File: src/rtl/systolic_input_skew.sv
// Input skew feeder for the 2x2 systolic array: re-times one activation row per
// cycle into a diagonal wavefront and frames each tile with switch/done pulses.
module systolic_input_skew #(
  parameter int unsigned DATA_W  = 16,
  parameter int unsigned COUNT_W = 16
) (
  input  logic               clk,
  input  logic               rst,
  input  logic [COUNT_W-1:0] ub_row_count_in,
  input  logic               ub_row_count_valid_in,
  input  logic [DATA_W-1:0]  ub_data_in_1,
  input  logic [DATA_W-1:0]  ub_data_in_2,
  input  logic               ub_valid_in,
  output logic               ub_ready_out,
  output logic [DATA_W-1:0]  sys_data_out_1x,
  output logic [DATA_W-1:0]  sys_data_out_2x,
  output logic               sys_start_out,
  output logic               sys_valid_2x_out,
  output logic               sys_switch_out,
  output logic               busy_out,
  output logic               done_out
);

  typedef enum logic [1:0] {
    S_IDLE   = 2'd0,
    S_STREAM = 2'd1,
    S_DRAIN  = 2'd2
  } state_e;

  state_e               state_q, state_d;
  logic [COUNT_W-1:0]   rows_m_q, rows_m_d;
  logic [COUNT_W-1:0]   rows_acc_q, rows_acc_d;
  logic                 drain_q, drain_d;
  logic [DATA_W-1:0]    lane1_q, lane1_d;
  logic                 lane1_v_q, lane1_v_d;
  logic [DATA_W-1:0]    stage_q, stage_d;
  logic                 stage_v_q, stage_v_d;
  logic [DATA_W-1:0]    lane2_q, lane2_d;
  logic                 lane2_v_q, lane2_v_d;
  logic                 switch_q, switch_d;
  logic                 done_q, done_d;

  logic                 accept;
  logic [COUNT_W-1:0]   rows_acc_inc;

  // The array never stalls, so readiness depends on state alone.
  assign ub_ready_out = (state_q == S_STREAM);
  assign accept       = ub_ready_out & ub_valid_in;
  assign rows_acc_inc = COUNT_W'(rows_acc_q + 1'b1);

  // Next-state and datapath: lane 2 always shifts from the stage register,
  // lane 1 and the stage load only on accept and otherwise fall to zero bubbles.
  always_comb begin
    state_d    = state_q;
    rows_m_d   = rows_m_q;
    rows_acc_d = rows_acc_q;
    drain_d    = drain_q;
    lane1_d    = '0;
    lane1_v_d  = 1'b0;
    stage_d    = '0;
    stage_v_d  = 1'b0;
    lane2_d    = stage_q;
    lane2_v_d  = stage_v_q;
    switch_d   = 1'b0;
    done_d     = 1'b0;

    if (accept) begin
      lane1_d    = ub_data_in_1;
      lane1_v_d  = 1'b1;
      stage_d    = ub_data_in_2;
      stage_v_d  = 1'b1;
      rows_acc_d = rows_acc_inc;
      switch_d   = (rows_acc_q == '0);
    end

    unique case (state_q)
      S_IDLE: begin
        if (ub_row_count_valid_in && (ub_row_count_in != '0)) begin
          rows_m_d   = ub_row_count_in;
          rows_acc_d = '0;
          state_d    = S_STREAM;
        end
      end
      S_STREAM: begin
        if (accept && (rows_acc_inc == rows_m_q)) begin
          state_d = S_DRAIN;
          drain_d = 1'b0;
        end
      end
      S_DRAIN: begin
        // Two edges: lane 2 takes the last element, then it empties.
        if (drain_q) begin
          state_d = S_IDLE;
          drain_d = 1'b0;
          done_d  = 1'b1;
        end else begin
          drain_d = 1'b1;
        end
      end
      default: begin
        state_d = S_IDLE;
        drain_d = 1'b0;
      end
    endcase
  end

  always_ff @(posedge clk or negedge rst) begin
    if (!rst) begin
      state_q    <= S_IDLE;
      rows_m_q   <= '0;
      rows_acc_q <= '0;
      drain_q    <= 1'b0;
      lane1_q    <= '0;
      lane1_v_q  <= 1'b0;
      stage_q    <= '0;
      stage_v_q  <= 1'b0;
      lane2_q    <= '0;
      lane2_v_q  <= 1'b0;
      switch_q   <= 1'b0;
      done_q     <= 1'b0;
    end else begin
      state_q    <= state_d;
      rows_m_q   <= rows_m_d;
      rows_acc_q <= rows_acc_d;
      drain_q    <= drain_d;
      lane1_q    <= lane1_d;
      lane1_v_q  <= lane1_v_d;
      stage_q    <= stage_d;
      stage_v_q  <= stage_v_d;
      lane2_q    <= lane2_d;
      lane2_v_q  <= lane2_v_d;
      switch_q   <= switch_d;
      done_q     <= done_d;
    end
  end

  assign sys_data_out_1x  = lane1_q;
  assign sys_data_out_2x  = lane2_q;
  assign sys_start_out    = lane1_v_q;
  assign sys_valid_2x_out = lane2_v_q;
  assign sys_switch_out   = switch_q;
  assign busy_out         = (state_q != S_IDLE);
  assign done_out         = done_q;

endmodule

File: config.mk
export PLATFORM = sky130hd
export DESIGN_NAME = systolic_input_skew
export DESIGN_NICKNAME = d
export VERILOG_FILES = /design/src/rtl/systolic_input_skew.sv
export SDC_FILE = /design/constraint.sdc
export NUM_CORES = 1
export LEC_CHECK = 0
export BUFFER_PORTS_ARGS = -buffer_cell sky130_fd_sc_hd__buf_4
export CELL_PAD_IN_SITES_DETAIL_PLACEMENT = 1
export CELL_PAD_IN_SITES_GLOBAL_PLACEMENT = 2
export CORE_MARGIN = 1
export CORE_UTILIZATION = 25
export CTS_CLUSTER_DIAMETER = 120
export DETAILED_ROUTE_END_ITERATION = 10
export PLACE_DENSITY_LB_ADDON = 0.1
export SLEW_MARGIN = 20
export SYNTH_ARGS = -nofsm -noshare
export SYNTH_HDL_FRONTEND = slang
export SYNTH_SLANG_ARGS = --single-unit
File: constraint.sdc
create_clock -name clk -period 3.4 [get_ports clk]
set_clock_uncertainty 0.05 [all_clocks]
set_input_delay 0.51 -clock clk [delete_from_list [all_inputs] [get_ports clk]]
set_output_delay 0.51 -clock clk [all_outputs]
set_load 0.01 [all_outputs]
Word-level counts from Yosys, hierarchy flattened
Index checks and enable logic that the tools add are counted.
{ "classes": {"addsub": 1, "mux": 16, "reduce_logical": 9, "n_bitwise": 2, "eq_ne": 6} }
{ "op_table": {"columns": ["operator", "count"], "rows": [
  ["2-to-1 mux 16 bit", 5],
  ["adder 16 x 1 -> 16 bit (second input constant)", 1],
  ["equality test 16 bit", 1],
  ["zero test 16 bit", 1],
  ["nonzero test 16 bit", 1],
  ["2-to-1 mux 1 bit", 6],
  ["2-to-1 mux 2 bit", 3],
  ["case mux 2 bit (3 select lines)", 1],
  ["!= test 2 bit (second input constant)", 2],
  ["AND reduction 2 bit", 2],
  ["case mux 1 bit (3 select lines)", 1],
  ["AND reduction 3 bit", 1],
  ["equality test 2 x 1 -> 1 bit (second input constant)", 1],
  ["equality test 2 bit (second input constant)", 1],
  ["logical AND 1 bit", 2],
  ["zero test 2 bit", 1],
  ["!= test 2 x 1 -> 1 bit (second input constant)", 1],
  ["nonzero test 2 bit", 1],
  ["bitwise AND 1 bit", 1],
  ["NOT 1 bit", 1]
]} }
{ "word_totals": {"regBits": 87, "out_inout_bits": 38, "input_bits": 52, "word_cells": 45} }

Logic depth before layout (Yosys ltp)
{ "logic_depth": {"ltp_word": 5, "mapped_depth": 9, "ltp_nobuf": 8} }

Least setup slack after synthesis
OpenSTA, ideal clock, no wires.
{ "synth_timing": {"kind": "reg2reg", "from": "register rows_acc_q[0]", "to": "register drain_q", "required_ns": 3.221, "arrival_time_ns": 2.272, "setup_ns": 0.129, "path_buffers": 0, "path_stages_with_launch": 9, "setup_slack_ns": 0.948, "period_less_slack_ns": 2.452, "path_cell_list": "dfrtp_1 ha_1 nand3_2 or4_1 o22ai_1 nand2_1 or4b_1 nor3_2 o21ai_0"} }
{ "synth_via": {"elab_chain_cells": 5} }
{ "synth_rtl": {"columns": ["item", "line_no", "source"], "rows": [
  ["start: declaration", "32", "logic [COUNT_W-1:0] rows_acc_q, rows_acc_d;"],
  ["start signal: assignment", "124", "rows_acc_q <= rows_acc_d;"],
  ["adder 16 x 1 -> 16 bit", "49", "assign rows_acc_inc = COUNT_W'(rows_acc_q + 1'b1);"],
  ["equality test 16 bit", "85", "if (accept && (rows_acc_inc == rows_m_q)) begin"],
  ["logical AND 1 bit", "85", null],
  ["!= test 2 x 1 -> 1 bit (no line)", null, null],
  ["AND reduction 2 bit (no line)", null, null],
  ["end signal: assignment", "125", "drain_q <= drain_d;"],
  ["end: declaration", "33", "logic drain_q, drain_d;"]
]} }
No other way between the ends.
A chain may end at the register's enable or synchronous reset.

Worst setup path in the final report
Same ends and word-level chain as after synthesis.

==> Flow_metrics.wiki <==
{| class="wikitable"
! Metric !! Value
|-
| Outcome || complete, no violations
|-
| Wirelength per Cell || 15.6 um
|-
| Starting DRT DRC Count || 79
|-
| Slew of the pin with the lowest slew margin || 0.913 ns
|-
| Die width || 121 um
|-
| Worst-path maximum fanout || 7
|-
| Setup crit start || rows_acc_q[0]
|-
| DP Wirelength || 6.73 mm
|-
| Max Cap Viol || 0
|-
| Count of nets left with antenna violations after detail routing || 0
|-
| Sum of routed wire length over all layers || 9.44 mm
|-
| Slowest cell on the critical path || sky130_fd_sc_hd__or4_1
|-
| Number of vias per cell || 4.49
|-
| Synthesized flop and latch total || 87
|-
| Gates resized, CTS repair || 0
|-
| Final total negative setup slack || 0 ns
|-
| Cell leakage power || 2.33 nW
|-
| Startpoint types || register
|-
| Die Outline Area || 0.0147 mm^2
|-
| Area growth from synthesis to layout || 32.5%
|-
| Antenna violations before repair || 0
|-
| Clock tree buffer depth || 2
|-
| Category of the worst setup path capture point || register
|-
| Starting Density || 25.6%
|-
| Synthesized area per cell || 10.7 um^2
|-
| Clock buffers created by TritonCTS || 9
|-
| All-layer global routing usage || 14.6%
|-
| CP peak stage delay || 0.55 ns
|-
| Minimum setup slack among reg-to-reg paths || 0.66 ns
|-
| Number of antenna diodes || 0
|-
| Worst slew margin relative to its limit || 39.1%
|-
| Post-synthesis cell type count || 37
|-
| Core Region || 0.0139 mm^2
|-
| Worst Path Class, Setup || register to register
|-
| Synth warn || 0
|-
| Mapped cell area || 0.00355 mm^2
|-
| Family with the most delay on the worst path || simple AND/OR/NAND/NOR gates
|-
| Clock tree from TritonCTS || yes
|-
| Number of detailed-route iterations in the first pass || 4
|-
| Layout fillers || 1578
|-
| Net Sw Frac || 31.6%
|-
| Number of remaining DRC errors || 0
|-
| Logic gate share of total power || 25.4%
|-
| Number of global-route vias before repair || 3023
|-
| First-pass GRT wire length || 16.0 mm
|-
| Post-CTS setup repair buffer count || 0
|-
| Sequential share of power || 43.3%
|-
| Internal power contribution || 2.24 mW
|-
| Ys flop type || sky130_fd_sc_hd__dfrtp_1
|-
| Unrepaired setup endpoints after global routing || false
|-
| Part of the total power dissipated in the clock network || 31.3%
|-
| Power after layout || 3.27 mW
|-
| Clk sink count || 87
|-
| Worst supply voltage drop on vdd || 0.311 mV
|-
| Net count after synthesis || 386
|-
| Final setup vio count || 0
|-
| Final hold violation count || 0
|-
| Worst min-delay path class || input port to asynchronous set/reset pin
|-
| Buffers & Inverters on Critical Path || 0
|-
| Layout cells sized above 1 || 26.8%
|-
| Arrival time worst endpoint || 2.90 ns
|-
| Ys async rst share || 100%
|-
| Ordered list of cells on the worst path || ha_1 > nand3_2 > or4_1 > o22ai_1 > nand2_1 > or4b_1 > nor3_2 > o21ai_0
|-
| Leading cell type in the layout, fill and taps excluded || sky130_fd_sc_hd__buf_4
|-
| Clock transition at the register clock pins on the worst setup and hold paths after CTS || 0.07 ns
|-
| Height of the die || 121 um
|-
| Remaining global-route overflow || 0
|-
| Net switching power || 1.03 mW
|-
| Commonest cells after routing, fill and taps aside || 93 x sky130_fd_sc_hd__buf_4, 87 x sky130_fd_sc_hd__dfrtp_1, 67 x sky130_fd_sc_hd__nand2_1, 35 x sky130_fd_sc_hd__and3_1
|-
| Number of flops mapped to enable cells by yosys || 0
|-
| Max frequency || 365 MHz
|-
| Routability Congestion || 0.778
|-
| Fin crit share || 80.6%
|-
| Maximum level of the CTS H-tree || 3
|-
| Portion of the post-synthesis area used by sequential elements || 61.4%
|-
| Via count || 2719
|-
| R2R Path Start || rows_acc_q[0]
|-
| Final cell utilization of the core || 33.9%
|-
| Net total in the final layout || 474
|-
| Total number of placement rows || 43
|-
| Req. time, crit path || 3.56 ns
|-
| Post-synthesis cell count || 332
|-
| Clock Root Buffer || sky130_fd_sc_hd__clkbuf_16
|-
| Final period demand of the worst path || 2.74 ns
|-
| Maximum number of pins on one net before global-route repair || 71
|-
| Buffers on Ports || 89
|-
| Clk Latency, worst-skew pair || 0.34 ns
|-
| Power per Cell Area || 695 mW/mm^2
|-
| Final max-slew violation count || 0
|-
| I/O pin cnt || 90
|-
| Hold-fix buffers at CTS || 0
|}
[cells by family (layout without fill, tap and decap cells)]
family | after synthesis | in the layout | synth area share (%)
XOR/XNOR | 30 | 30 | 7.40
adder cells (fa/ha/maj) | 2 | 2 | 0.705
AO/OA/AOI/OAI | 25 | 25 | 3.88
AND/OR/NAND/NOR | 165 | 165 | 23.6
buffers and inverters | 22 | 115 | 2.79
flip-flops | 87 | 87 | 61.4
multiplexers | 1 | 1 | 0.317
[worst paths after layout]
path                                  endpoint  cells past startpoint
max in group asynchronous  sys_data_out_2x[14]                      2
setup / recovery                       drain_q                      8
min in group clk            sys_data_out_2x[9]                      0
hold / removal                sys_valid_2x_out                      1
hold reg to reg             sys_data_out_2x[9]                      0
setup reg to reg                       drain_q                      8
[power groups by stage]
stage,clock network [mW],registers (mW),logic (mW)
finish,1.02,1.42,0.830
global route,1.11,1.46,0.938
global placement,0,1.44,0.850
CTS,1.07,1.42,0.851
detailed placement,0,1.44,0.846
floorplan,0,1.40,0.535
[cell usage after synthesis (all sizes together) (2+ instances only)]
master | number | area (um^2)
nor2 | 20 | 75.1
dfrtp | 87 | 2180
and3 | 35 | 219
nor4 | 12 | 75.1
nand4 | 5 | 31.3
or3 | 5 | 37.5
nor3 | 5 | 30.0
nand2 | 67 | 251
xor2 | 10 | 87.6
ha | 2 | 25.0
buf | 5 | 35.0
inv | 5 | 18.8
or4 | 3 | 22.5
nand3 | 5 | 30.0
xnor2 | 20 | 175
o21ai | 9 | 45.0
a21oi | 11 | 55.1
nand2b | 2 | 12.5
clkbuf | 11 | 41.3
[flip-flops by register name (all words and copies together) (netlist names)]
name and count:
rows_m_q 16, state_q 2, sys_switch_out 1, lane2_v_d 1, sys_valid_2x_out 1, sys_data_out_2x 16
done_out 1, drain_q 1, lane2_d 16, sys_data_out_1x 16, rows_acc_q 16
[cell type report]
type / instances / area [um^2] / area share [%]
Tap cell: 180 / 225 / 4.79
Clock buffer: 11 / 243 / 5.16
Inverter: 6 / 22.5 / 0.479
Clock inverter: 5 / 63.8 / 1.36
Multi-Input combinational cell: 223 / 1270 / 27.1
Sequential cell: 87 / 2180 / 46.3
Timing Repair Buffer: 93 / 698 / 14.8
[per-stage QoR]
step | std cells | setup WS [ns] | area [um^2] | hold slack [ns]
after CTS | 605 | 0.620 | 4700 | 0.287
after global placement | 589 | 0.709 | 4400 | 0.282
after floorplan | 332 | 0.948 | 3550 | 0.164
after detailed placement | 589 | 0.631 | 4400 | 0.286
final | 605 | 0.659 | 4700 | 0.251
after global routing | 605 | 0.431 | 4700 | 0.307
[layer usage]
metal	track usage (%)	part of all wire, %
met5	0	0
met4	4.40	1.0
met3	7.33	8.5
met2	22.4	47
met1	17.8	44
No activity file was read; power rests on OpenSTA's default activity.
